## src/rtl/instr_fetch_pkg.sv

```systemverilog
// ============================================================================
// Module      : instr_fetch_pkg
// Description : ISA opcode encoding, fetch FSM states and operand decode.
// Revision    : 1.0 - initial release
// ============================================================================
`default_nettype none

package instr_fetch_pkg;

  localparam int         c_ISA_WIDTH = 8;

  localparam logic [7:0] c_OP_LDACI  = 8'd0;
  localparam logic [7:0] c_OP_STACI  = 8'd13;
  localparam logic [7:0] c_OP_CLRAC  = 8'd24;
  localparam logic [7:0] c_OP_INAC   = 8'd26;
  localparam logic [7:0] c_OP_JPNZ   = 8'd27;
  localparam logic [7:0] c_OP_ENDOP  = 8'd28;
  localparam logic [7:0] c_OP_NOP    = 8'd34;

  typedef enum logic [2:0] {
    S_IDLE     = 3'd0,
    S_OP_ADDR  = 3'd1,
    S_OP_DATA  = 3'd2,
    S_ARG_ADDR = 3'd3,
    S_ARG_DATA = 3'd4,
    S_ISSUE    = 3'd5,
    S_HALT     = 3'd6
  } state_t;

  // Only these opcodes are followed by an operand byte in program memory.
  function automatic logic op_has_operand(input logic [7:0] op);
    return (op == c_OP_LDACI) || (op == c_OP_STACI) || (op == c_OP_JPNZ);
  endfunction

endpackage

`default_nettype wire

```

## src/rtl/instr_fetch.sv

```systemverilog
// ============================================================================
// Module      : instr_fetch
// Description : PC-driven byte fetch, 1/2-byte instruction assembly and
//               valid/ready issue to the control unit; jumps and ENDOP halt.
// Revision    : 1.0 - initial release
// ============================================================================
`default_nettype none

module instr_fetch
  import instr_fetch_pkg::*;
#(
  parameter int DATA_WIDTH = 8,
  parameter int ADDR_WIDTH = 8
) (
  input  logic                  clk,
  input  logic                  rst_n,
  input  logic                  start,
  output logic [ADDR_WIDTH-1:0] r_addr,
  input  logic [DATA_WIDTH-1:0] r_instr,
  output logic                  instr_valid,
  input  logic                  instr_ready,
  output logic [DATA_WIDTH-1:0] opcode,
  output logic [DATA_WIDTH-1:0] operand,
  output logic                  has_operand,
  input  logic                  jump_en,
  input  logic [ADDR_WIDTH-1:0] jump_addr,
  output logic [ADDR_WIDTH-1:0] pc,
  output logic                  busy,
  output logic                  halted,
  output logic                  illegal
);

  state_t                r_state,   w_state_nx;
  logic [ADDR_WIDTH-1:0] r_pc,      w_pc_nx;
  logic [DATA_WIDTH-1:0] r_opcode,  w_opcode_nx;
  logic [DATA_WIDTH-1:0] r_operand, w_operand_nx;
  logic                  r_valid,   w_valid_nx;
  logic                  r_has_op,  w_has_op_nx;
  logic                  r_halted,  w_halted_nx;
  logic                  r_illegal, w_illegal_nx;
  logic [c_ISA_WIDTH-1:0] w_isa_byte;

  assign w_isa_byte = r_instr[c_ISA_WIDTH-1:0];

  always_ff @(posedge clk or negedge rst_n) begin
    if (!rst_n) begin
      r_state   <= S_IDLE;
      r_pc      <= '0;
      r_opcode  <= '0;
      r_operand <= '0;
      r_valid   <= 1'b0;
      r_has_op  <= 1'b0;
      r_halted  <= 1'b0;
      r_illegal <= 1'b0;
    end else begin
      r_state   <= w_state_nx;
      r_pc      <= w_pc_nx;
      r_opcode  <= w_opcode_nx;
      r_operand <= w_operand_nx;
      r_valid   <= w_valid_nx;
      r_has_op  <= w_has_op_nx;
      r_halted  <= w_halted_nx;
      r_illegal <= w_illegal_nx;
    end
  end

  always_comb begin
    w_state_nx   = r_state;
    w_pc_nx      = r_pc;
    w_opcode_nx  = r_opcode;
    w_operand_nx = r_operand;
    w_valid_nx   = r_valid;
    w_has_op_nx  = r_has_op;
    w_halted_nx  = r_halted;
    w_illegal_nx = r_illegal;
    case (r_state)
      S_IDLE, S_HALT: begin
        if (start) begin
          w_pc_nx      = '0;
          w_halted_nx  = 1'b0;
          w_illegal_nx = 1'b0;
          w_state_nx   = S_OP_ADDR;
        end
      end
      S_OP_ADDR: w_state_nx = S_OP_DATA;
      // r_instr now holds the byte addressed by PC during OP_ADDR.
      S_OP_DATA: begin
        w_opcode_nx = r_instr;
        w_pc_nx     = r_pc + ADDR_WIDTH'(1);
        if (w_isa_byte > c_OP_NOP) begin
          w_illegal_nx = 1'b1;
        end
        if (op_has_operand(w_isa_byte)) begin
          w_has_op_nx = 1'b1;
          w_state_nx  = S_ARG_ADDR;
        end else begin
          w_has_op_nx  = 1'b0;
          w_operand_nx = '0;
          w_valid_nx   = 1'b1;
          w_state_nx   = S_ISSUE;
        end
      end
      S_ARG_ADDR: w_state_nx = S_ARG_DATA;
      S_ARG_DATA: begin
        w_operand_nx = r_instr;
        w_pc_nx      = r_pc + ADDR_WIDTH'(1);
        w_valid_nx   = 1'b1;
        w_state_nx   = S_ISSUE;
      end
      S_ISSUE: begin
        if (instr_ready) begin
          w_valid_nx = 1'b0;
          if (jump_en) begin
            w_pc_nx = jump_addr;
          end
          if (r_opcode[c_ISA_WIDTH-1:0] == c_OP_ENDOP) begin
            w_halted_nx = 1'b1;
            w_state_nx  = S_HALT;
          end else begin
            w_state_nx  = S_OP_ADDR;
          end
        end
      end
      default: w_state_nx = S_IDLE;
    endcase
  end

  assign r_addr      = r_pc;
  assign pc          = r_pc;
  assign opcode      = r_opcode;
  assign operand     = r_operand;
  assign instr_valid = r_valid;
  assign has_operand = r_has_op;
  assign halted      = r_halted;
  assign illegal     = r_illegal;
  assign busy        = (r_state != S_IDLE) && (r_state != S_HALT);

endmodule

`default_nettype wire

```

## config.mk

```make
export PLATFORM = sky130hd
export DESIGN_NAME = instr_fetch
export DESIGN_NICKNAME = d
export VERILOG_FILES = /design/src/rtl/instr_fetch_pkg.sv /design/src/rtl/instr_fetch.sv
export SDC_FILE = /design/constraint.sdc
export NUM_CORES = 1
export LEC_CHECK = 0
export BUFFER_PORTS_ARGS = -buffer_cell sky130_fd_sc_hd__buf_2
export CAP_MARGIN = 25
export CELL_PAD_IN_SITES_DETAIL_PLACEMENT = 0
export CELL_PAD_IN_SITES_GLOBAL_PLACEMENT = 1
export CORE_ASPECT_RATIO = 1.4
export CORE_MARGIN = 5
export CORE_UTILIZATION = 38
export CTS_BUF_LIST = sky130_fd_sc_hd__clkbuf_4 sky130_fd_sc_hd__clkbuf_8
export CTS_CLUSTER_DIAMETER = 60
export CTS_CLUSTER_SIZE = 24
export DETAILED_ROUTE_END_ITERATION = 8
export MAX_ROUTING_LAYER = met4
export PLACE_DENSITY_LB_ADDON = 0.12
export SLEW_MARGIN = 5
export SYNTH_ARGS = -nofsm -noshare
export SYNTH_HDL_FRONTEND = slang
export SYNTH_SLANG_ARGS = --single-unit
```

## constraint.sdc

```tcl
create_clock -name clk -period 2.1 [get_ports clk]
set_clock_uncertainty 0.15 [all_clocks]
set_input_delay 0.105 -clock clk [delete_from_list [all_inputs] [get_ports clk]]
set_output_delay 0.105 -clock clk [all_outputs]
set_load 0.1 [all_outputs]
```

==> flow_summary.json <==
{
  "outcome": "completed",
  "nets": 254,
  "worstPathMaxFanout": 6,
  "netlist.area_leader.share_pct": 47.0,
  "finalSetupViolCount": 0,
  "rsz0062_at_grt": "no",
  "cp.arrival_ns": 2.03,
  "grt_remaining_overflow": 0,
  "wire_per_inst_um": 15.4,
  "io_buffers": 57,
  "start_kind": "input port",
  "synth.area.top_cells": "dfrtp_1 (47%), mux2_2 (6.8%), mux2i_1 (4.8%)",
  "drt_wl_total_um": 4290,
  "worstMarginPinSlew_ns": 0.691,
  "grt_pass1_wl_um": 7200,
  "viasPerCell": 5.34,
  "die_height_um": 88.0,
  "netlist_instances": 160,
  "fp.dieW_um": 65.7,
  "cp-end-kind": "flip-flop",
  "clock-root-buffer": "clkbuf_8",
  "antenna_found_initial": 0,
  "cp.required_ns": 2.13,
  "start_util_pct": 39.3,
  "numCtsBuffers": 5,
  "synth_area_leader_cell": "dfrtp_1",
  "area_delta_synth_final_pct": 34.0,
  "relSlewSlack_pct": 53.9,
  "drt_iter0_drc": 78,
  "postRouteAntennaNets": 0,
  "drive_gt1_share_pct": 39.5,
  "design.core.area_mm2": 0.00420,
  "cts_resized": 0,
  "cts_tree": "yes",
  "reg2reg_slack_ns": 0.11,
  "critPathKind": "in -> reg",
  "grt_pass1_vias": 1508,
  "synth_most_common_cell": "dfrtp_1",
  "synthArstFlopShare_pct": 100,
  "vias": 1485,
  "fmax_mhz": 501,
  "clkSinkCount": 31,
  "drc": 0,
  "maxCapViolCount": 0,
  "hold_ws_ns": 0.00195,
  "num_rows": 28,
  "hp-class": "in -> reg",
  "dpl.hpwl_um": 3210,
  "first_pass_iters": 6,
  "io_pins": 58,
  "syn_area_per_cell_um2": 10.3,
  "syn_area_mm2": 0.00165,
  "grt_max_degree": 32,
  "finalCriticalPeriod_ns": 2.00,
  "htreeDepth": 2,
  "yosys-top-cells-count": "dfrtp_1 (31), nor2_1 (17), mux2_2 (10)",
  "die-area_mm2": 0.00578,
  "finalCritPeriodShare_pct": 95.1,
  "synth_warnings": 0,
  "fillers": 407,
  "gp_congestion": 0.785,
  "ys_ff_latch": 31,
  "synth_ff_type": "dfrtp_1",
  "drv_slew": 0,
  "diodes": 0,
  "hold_viol": 0,
  "clk_latency_ns": 0.29,
  "synth-edff-count": 0,
  "yosysUniqueCellTypes": 41,
  "clkTransAtPathRegs_ns": 0.07,
  "max-clock-path-buffers": 2,
  "grt_use_total_pct": 17.0,
  "syn-num-nets": 182,
  "ys_seq_area_share_pct": 47.0
}
-- cell families (layout without fill, tap and decap cells) --
| logic type | count (synthesis) | in the layout | share of synthesized area, % |
|---|---|---|---|
| AOI/OAI and AO/OA | 39 | 39 | 18.0 |
| xor gates and xnor gates | 1 | 1 | 0.530 |
| adders and majority gates | 1 | 1 | 0.757 |
| buffers and inverters | 20 | 93 | 6.51 |
| DFF | 31 | 31 | 47.0 |
| muxes | 18 | 18 | 11.7 |
| and+or+nand+nor | 50 | 50 | 15.6 |
-- cells in the final DEF, fill, tap and decap left out, types with 2 or more instances in the layout --
cell type	count
a21oi_1	6
nor2_1	17
nand3_1	4
a211o_1	2
dlygate4sd3_1	14
dfrtp_4	2
inv_1	6
o2bb2ai_1	6
nand2b_1	3
or3_1	2
nand2_1	9
clkbuf_8	6
o31a_1	2
dfrtp_1	27
o21ai_0	5
mux2_2	10
buf_2	57
a22oi_1	3
nand4_1	2
buf_4	8
a32oi_1	2
nor4b_1	2
a21o_1	2
dfrtp_2	2
o22a_1	2
mux2i_1	8
o22ai_1	4
nor3_1	2
-- worst max-delay path: stages --
cell and delay, ns:
dlygate4sd3_1 0.53, buf_2 0.16, or3_1 0.38, a2111oi_2 0.46, nor2_1 0.15, o31a_1 0.25
-- final timing paths --
| check | start | end | cells after the start |
|---|---|---|---|
| max | r_instr[3] | r_state[2]$_DFFE_PN0P_ | 6 |
| min | r_instr[4] | opcode[4]$_DFFE_PN0P_ | 2 |
| max reg2reg | opcode[6]$_DFFE_PN0P_ | r_state[2]$_DFFE_PN0P_ | 4 |
| min reg2reg | illegal$_DFFE_PN0P_ | illegal$_DFFE_PN0P_ | 1 |
| max in group asynchronous | rst_n | opcode[6]$_DFFE_PN0P_ | 2 |
| min in group asynchronous | rst_n | r_state[2]$_DFFE_PN0P_ | 2 |
-- sequential cells by signal (all words and copies together), names as in the netlist --
register	count
illegal	1
pc	8
r_state	3
halted	1
operand	8
has_operand	1
opcode	8
instr_valid	1
-- area by class of cell --
cell class | instances | area (µm²) | share of cell area, %
Clock buffer | 7 | 90.1 | 4.07
Clock inverter | 1 | 5.00 | 0.226
Inverter | 6 | 22.5 | 1.02
Multi-Input combinational cell | 109 | 768 | 34.7
Sequential cell | 31 | 786 | 35.5
Tap cell | 45 | 56.3 | 2.54
Timing Repair Buffer | 79 | 485 | 21.9
-- what timing repair did --
| action | CTS | global route |
|---|---|---|
| setup buffers | 0 | 0 |
| hold endpoints to repair | 47 | 0 |
| hold buffers | 14 | 0 |
-- layer usage --
metal | up-vias | GRT usage (%) | part of all wire, %
met2 | 48 | 29.5 | 52
met3 | 7 | 4.36 | 5.5
li1 | 725 | - | -
met1 | 705 | 18.3 | 40
met5 | - | - | 0
met4 | 0 | 6.79 | 1.8
-- per-stage QoR --
stage / cells / util (%) / setup WS (ns) / instance area (µm²) / setup TNS [ns]
2_1_floorplan: 160 / - / -0.0114 / 1660 / -0.0213
6_report: 278 / 52.6 / 0.103 / 2210 / 0
4_1_cts: 278 / 52.6 / 0.0895 / 2210 / 0
3_3_place_gp: 256 / 47.1 / 0.130 / 1980 / 0
3_5_place_dp: 256 / 47.1 / 0.113 / 1980 / 0
5_1_grt: 278 / 52.6 / 0.00257 / 2210 / 0
Power is left out: the tool's default activity adds up to more than one toggle a clock period on the data nets, which glitch-free logic cannot reach.
